[src/rtl/frame_checker_gap_timer.sv]
// gap_timer
//   Counts clk cycles since the last clear while enabled; expired is high
//   on the cycle in which the TIMEOUT_CYC-th edge since the clear would
//   occur, so an abort registered on that edge lands exactly TIMEOUT_CYC
//   cycles after the clearing edge.
//   Ports: clk, rst (async, active-high), clear (restart count),
//          enable (count while high, held at zero otherwise),
//          expired (combinational timeout flag).
module gap_timer #(
    parameter int unsigned TIMEOUT_CYC = 100000
) (
    input  logic clk,
    input  logic rst,
    input  logic clear,
    input  logic enable,
    output logic expired
);

    localparam int unsigned CW = (TIMEOUT_CYC < 2) ? 1 : $clog2(TIMEOUT_CYC + 1);
    localparam logic [CW-1:0] LAST = CW'(TIMEOUT_CYC - 1);

    logic [CW-1:0] cnt;

    assign expired = enable && (cnt == LAST);

    always_ff @(posedge clk or posedge rst) begin
        if (rst) begin
            cnt <= '0;
        end else if (clear || !enable) begin
            cnt <= '0;
        end else if (!expired) begin
            cnt <= cnt + 1'b1;
        end
    end

endmodule

[config.mk]
export PLATFORM = sky130hd
export DESIGN_NAME = gap_timer
export DESIGN_NICKNAME = d
export VERILOG_FILES = /design/src/rtl/frame_checker_gap_timer.sv
export SDC_FILE = /design/constraint.sdc
export NUM_CORES = 1
export LEC_CHECK = 0
export ABC_AREA = 1
export CAP_MARGIN = 20
export CORE_ASPECT_RATIO = 1.75
export CORE_MARGIN = 1.5
export CORE_UTILIZATION = 46
export DETAILED_ROUTE_END_ITERATION = 16
export GPL_TIMING_DRIVEN = 0
export PLACE_DENSITY_LB_ADDON = 0.05
export REMOVE_ABC_BUFFERS = 1
export SYNTH_ARGS = -nofsm -noshare
export SYNTH_HDL_FRONTEND = slang
export SYNTH_SLANG_ARGS = --single-unit
[constraint.sdc]
create_clock -name clk -period 1.8 [get_ports clk]
set_input_delay 0.36 -clock clk [delete_from_list [all_inputs] [get_ports clk]]
set_output_delay 0.36 -clock clk [all_outputs]
set_load 0.01 [all_outputs]
==> results.yml, run 1 <==
status:
  status: "finished clean"
power_and_ir_drop:
  p_sw_mw: 0.154
  sw_frac_of_total_pct: 21.8
  power_leakage_nw: 0.608
  power_density_nw_per_um2: 548
  cellInternalPower_mw: 0.554
  clockPowerShare_pct: 40.5
  power_mw: 0.708
  combPwrFrac_pct: 4.9
  seqPwrFrac_pct: 54.6
  ir_drop_v: 0.000370
cells_and_area:
  largest_reg_flops: 17
  syn2layout_area_growth_pct: 16.2
  multi_input_area_um2: 602
  drive_gt1_share_pct: 16.5
  nNetsFinal: 188
  layout.cells.non_filler: 207
  register_area_um2: 425
  diodes: 0
  final_cell_mix: "nand2_1 (40), nor2_1 (31), inv_1 (25)"
  regMostFlops: "cnt"
  layout_commonest_cell: "nand2_1"
  fill_cells: 247
  reg.largest.list: "cnt: 17 flops"
synthesis:
  netlist_area_um2: 1110
  synth.area.top_cells: "dfrtp_1 (38%), nand2_1 (14%), nor2_1 (10%)"
  synthCells: 167
  synth_area_per_cell_um2: 6.65
  synth_top_area_share_pct: 38.3
  yosysTopAreaCell: "dfrtp_1"
  synth-seq-cells: 17
  synth_cell_type_count: 20
  yosysSeqAreaShare_pct: 38.3
  yosysWarnings: 0
timing:
  period_needed_ns: 1.75
  rsz0062_at_grt: "yes"
  skew_ns: 0.00261
  fmax_ghz: 0.571
  slew_violations: 0
  fin_ws_ns: 0.0475
  holdWs_ns: 0.492
  tightest_slew_ns: 0.650
  hold_violations: 0
  timing.final.setup_violations: 0
  fin_crit_sh_pct: 97.4
  relSlewSlack_pct: 56.6
drt:
  drtIter0Drc: 25
  antenna_left: 0
  drt-total-wl_mm: 2.69
  via_count: 1072
  vias_per_cell: 5.18
  first_pass_iters: 4
  drc_errors: 0
  wl_per_cell_um: 13.0
cts:
  cts.path.max_buffers: 2
  cts_tree: "built"
  clk_pin_slew_worst_paths_ns: 0.06
  cts_buffers: 3
  cts-root-buf: "clkbuf_8"
  cts_num_sinks: 17
  clk_latency_ns: 0.25
  hold_buffers: 0
  cts-htree-levels: 1
setup_path:
  cp.arrival_ns: 1.39
  critPathCaptureType: "output port"
  cp_max_fo: 3
  worst_setup_path_start_kind: "flip-flop"
  r2r_start: "cnt[0]$_DFFE_PP0P_"
  ff2ff_setup_slack_ns: 0.12
  worstSetupPathType: "flip-flop to output port"
  regToRegEndpoint: "cnt[0]$_DFFE_PP0P_"
  cp.required_ns: 1.44
  r2r_cells: 10
global_routing:
  grt_pass1_vias: 1133
  grt_use_total_pct: 25.3
  overflow: 0
  grt_pass1_wl_mm: 4.69
  antenna_found_initial: 0
  grt_max_degree: 18
floorplanning:
  ioPinCount: 5
  dieArea_um2: 2730
  start_util_pct: 48.3
  rows: 23
  die_y_um: 68.0
  core_area_um2: 2300
  die_w_um: 40.2
worst_hold_path:
  hp-class: "primary input to async pin"
flow_run:
  drv_cap: 0
place:
  io_buffers: 4
  place_inst: 196
  dp_hpwl_mm: 2.05
  dp_worst_setup_slack_ns: -0.434
  place_congestion: 0.872
==> routing by layer <==
layer / vias to the layer above / routed length, um / global-route usage (%)
met5: - / 0 / 0
met4: 0 / 55 / 8.19
met3: 6 / 49 / 3.25
met2: 15 / 1530 / 49.2
met1: 500 / 1050 / 25.3
li1: 551 / - / -
==> worst max-delay path by stage <==
stage                             startpoint  endpoint  slack (ns)  cells after the start
final                     cnt[0]$_DFFE_PP0P_   expired        0.05                      6
after global routing      cnt[0]$_DFFE_PP0P_   expired       -0.07                      6
after CTS                 cnt[0]$_DFFE_PP0P_   expired        0.06                      6
after detailed placement              enable   expired       -0.43                      6
after global placement                enable   expired       -0.40                      6
after floorplan           cnt[0]$_DFFE_PP0P_   expired        0.38                      5
==> cells by family after synthesis <==
group,Yosys count,share of synthesized area (%)
buf+inv,27,9.12
compound gates,13,6.08
xor+xnor,1,0.788
simple gates,108,44.6
fa+ha+maj,1,1.13
flops,17,38.3
==> worst max-delay path, cell delays in order (launching register included) <==
cell     delay (ns)
dfrtp_1        0.40
ha_4           0.18
nand2_4        0.06
nor2_4         0.11
nand4_1        0.12
nor2_1         0.13
buf_2          0.14
==> layout make-up <==
| cell class | count | area share, % |
|---|---|---|
| multi-input combinational | 123 | 46.6 |
| sequential | 17 | 32.9 |
| timing repair buffer | 11 | 6.69 |
| clock buffer | 4 | 3.49 |
| inverter | 27 | 7.85 |
| tap | 25 | 2.42 |
==> Yosys cell counts <==
| library cell | number |
|---|---|
| a21oi_1 | 6 |
| xor2_1 | 1 |
| inv_1 | 25 |
| nand3_2 | 1 |
| or2_2 | 1 |
| nand3_1 | 10 |
| nor3_1 | 7 |
| ha_1 | 1 |
| nand2_1 | 40 |
| nor2_1 | 31 |
| o21bai_1 | 1 |
| o21ai_1 | 3 |
| nor3_4 | 1 |
| nand2_2 | 8 |
| nand4_1 | 4 |
| inv_2 | 2 |
| dfrtp_1 | 17 |
| o21ai_0 | 3 |
| nor2_2 | 4 |
| nor2_4 | 1 |
==> through the flow <==
step           instance area (um2)  setup TNS (ns)  utilization, %
5_1_grt                       1290         -0.0746            56.1
2_1_floorplan                 1110               0               -
4_1_cts                       1290               0            55.9
3_3_place_gp                  1180          -0.486            51.4
3_5_place_dp                  1180          -0.517            51.4
6_report                      1290               0            56.1
==> power groups by stage <==
stage | Combinational, mW | Sequential, mW | Clock [mW]
finish | 0.0346 | 0.387 | 0.287
global route | 0.0404 | 0.386 | 0.310
CTS | 0.0356 | 0.386 | 0.296
detailed placement | 0.0319 | 0.394 | 0
global placement | 0.0313 | 0.393 | 0
floorplan | 0.0175 | 0.393 | 0
==> repair_timing <==
| action | in CTS | in global routing |
|---|---|---|
| endpoints found under the setup margin | 1 | 2 |
| pin swaps | 3 | 3 |
| setup buffers | 7 | 0 |
| resized for setup | 7 | 1 |
| endpoints found under the hold margin | 0 | 0 |
No activity file was read; power rests on OpenSTA's default activity.
==> inputs of run 2 (changes only) <==
==> constraint.sdc (replaced) <==
create_clock -name clk -period 1.9 [get_ports clk]
set_input_delay 0.38 -clock clk [delete_from_list [all_inputs] [get_ports clk]]
set_output_delay 0.38 -clock clk [all_outputs]
set_load 0.01 [all_outputs]
==> run 2 against run 1 <==
Setup slack better by 0.10 ns. Critical endpoint unchanged. Via count down 2.4%. Critical path type unchanged. Final cell count decreased by 1.9%. Non-clock buffer count fell by 4.
==> results.yml, run 2 (synthesis results as in run 1) <==
power_and_ir_drop:
  power_density_nw_per_um2: 535
  power_leakage_nw: 0.576
  ir_drop_v: 0.000352
  power_mw: 0.672
setup_path:
  worst_setup_path_start_kind: "flip-flop"
  critPathCaptureType: "output port"
  ff2ff_setup_slack_ns: 0.40
  cp.arrival_ns: 1.37
  r2r_start: "cnt[1]$_DFFE_PP0P_"
  cp_max_fo: 3
  worstSetupPathType: "flip-flop to output port"
  regToRegEndpoint: "cnt[9]$_DFFE_PP0P_"
  r2r_cells: 8
  crit_start: "cnt[1]$_DFFE_PP0P_"
  crit_end: "expired"
  cp.required_ns: 1.52
timing:
  period_needed_ns: 1.75
  rsz0062_at_grt: "no"
  relSlewSlack_pct: 56.5
  tightest_slew_ns: 0.651
  hold_violations: 0
  skew_ns: 0.00179
  holdWs_ns: 0.511
  slew_violations: 0
  timing.final.setup_violations: 0
  tns_ns: 0
  fin_crit_sh_pct: 92.2
  fmax_ghz: 0.571
cts:
  cts-root-buf: "clkbuf_8"
  clk_pin_slew_worst_paths_ns: 0.07
  cts_tree: "built"
  cts_num_sinks: 17
  cts.path.max_buffers: 2
  cts_buffers: 3
  clk_latency_ns: 0.25
  cts-htree-levels: 1
floorplanning:
  ioPinCount: 5
  start_util_pct: 48.3
  core_area_um2: 2300
  die_y_um: 68.0
  dieArea_um2: 2730
  die_w_um: 40.2
  rows: 23
drt:
  wl_per_cell_um: 13.2
  vias_per_cell: 5.15
  drc_errors: 0
  antenna_left: 0
  first_pass_iters: 4
  via_count: 1046
  drtIter0Drc: 33
  drt-total-wl_mm: 2.68
cells_and_area:
  largest_reg_flops: 17
  register_area_um2: 425
  fill_cells: 249
  final_cell_mix: "nand2_1 (40), nor2_1 (31), inv_1 (25)"
  drive_gt1_share_pct: 14.6
  diodes: 0
  multi_input_area_um2: 597
  syn2layout_area_growth_pct: 13.1
  nNetsFinal: 184
  reg.largest.list: "cnt: 17 flops"
  regMostFlops: "cnt"
  layout_commonest_cell: "nand2_1"
place:
  io_buffers: 4
  dp_hpwl_mm: 2.05
  place_congestion: 0.872
flow_run:
  drv_cap: 0
worst_hold_path:
  hp-class: "primary input to async pin"
status:
  status: "finished clean"
global_routing:
  overflow: 0
  grt_pass1_vias: 1112
  use_met2_pct: 49.2
  top_usage_layer: "met2"
  met3_usage_pct: 3.25
  antenna_found_initial: 0
  grt_max_degree: 18
  grtUsageMet1_pct: 25.3
  grt_pass1_wl_mm: 4.67
  grt_use_total_pct: 25.3
-- run 2: cell count changes in the layout (fill, tap and decap cells not counted) --
cell | previous run | this run
nand2_2 | 7 | 8
nand2_4 | 1 | 0
buf_4 | 7 | 3
-- run 2: cell type report --
type / count / area share [%]
Inverter: 27 / 8.07
Sequential cell: 17 / 33.9
Tap cell: 25 / 2.49
Timing Repair Buffer: 7 / 4.48
Multi-Input combinational cell: 123 / 47.5
Clock buffer: 4 / 3.59
-- run 2: where the power goes --
group	leakage, nW	total (mW)	internal (mW)	switching (mW)
sequential	0.237	0.366	0.364	0.00222
combinational	0.317	0.0328	0.0119	0.0209
clock	0.0228	0.273	0.149	0.124
total	0.576	0.672	0.525	0.147
-- run 2: what timing repair did --
| action | 4_1_cts | 5_1_grt |
|---|---|---|
| gates resized for setup | 6 | 1 |
| buffers inserted | 3 | 0 |
| pin swaps | 2 | 0 |
| setup endpoints to repair | 1 | 1 |
| hold buffers | 0 | 0 |
-- run 2: worst min path at each step --
stage                               end  slack, ns                start
floorplan            cnt[0]$_DFFE_PP0P_       0.31                  rst
detailed placement  cnt[15]$_DFFE_PP0P_       0.58  cnt[15]$_DFFE_PP0P_
CTS                  cnt[1]$_DFFE_PP0P_       0.54                  rst
finish               cnt[0]$_DFFE_PP0P_       0.51                  rst
global route         cnt[5]$_DFFE_PP0P_       0.61               enable
global placement    cnt[15]$_DFFE_PP0P_       0.56  cnt[15]$_DFFE_PP0P_
-- run 2: worst max-delay path, stage by stage, from the launching register on --
cell     delay [ns]
dfrtp_1        0.40
ha_4           0.17
nand2_2        0.08
nor2_4         0.14
nand4_1        0.12
nor2_1         0.09
buf_2          0.13
-- run 2: through the flow --
| stage | std cells | instance area [um2] | utilization (%) | setup slack [ns] |
|---|---|---|---|---|
| 4_1_cts | 203 | 1260 | 54.8 | 0.0270 |
| 2_1_floorplan | 167 | 1110 | - | 0.458 |
| 3_5_place_dp | 196 | 1180 | 51.4 | -0.374 |
| 5_1_grt | 203 | 1260 | 54.6 | 0.0372 |
| 3_3_place_gp | 196 | 1180 | 51.4 | -0.337 |
| 6_report | 203 | 1260 | 54.6 | 0.147 |
-- run 2: per-layer routing --
layer  part of all wire (%)  vias up
li1                       -      542
met1                     39      484
met2                     57       14
met3                    1.9        6
met4                    2.0        0
met5                      0        -
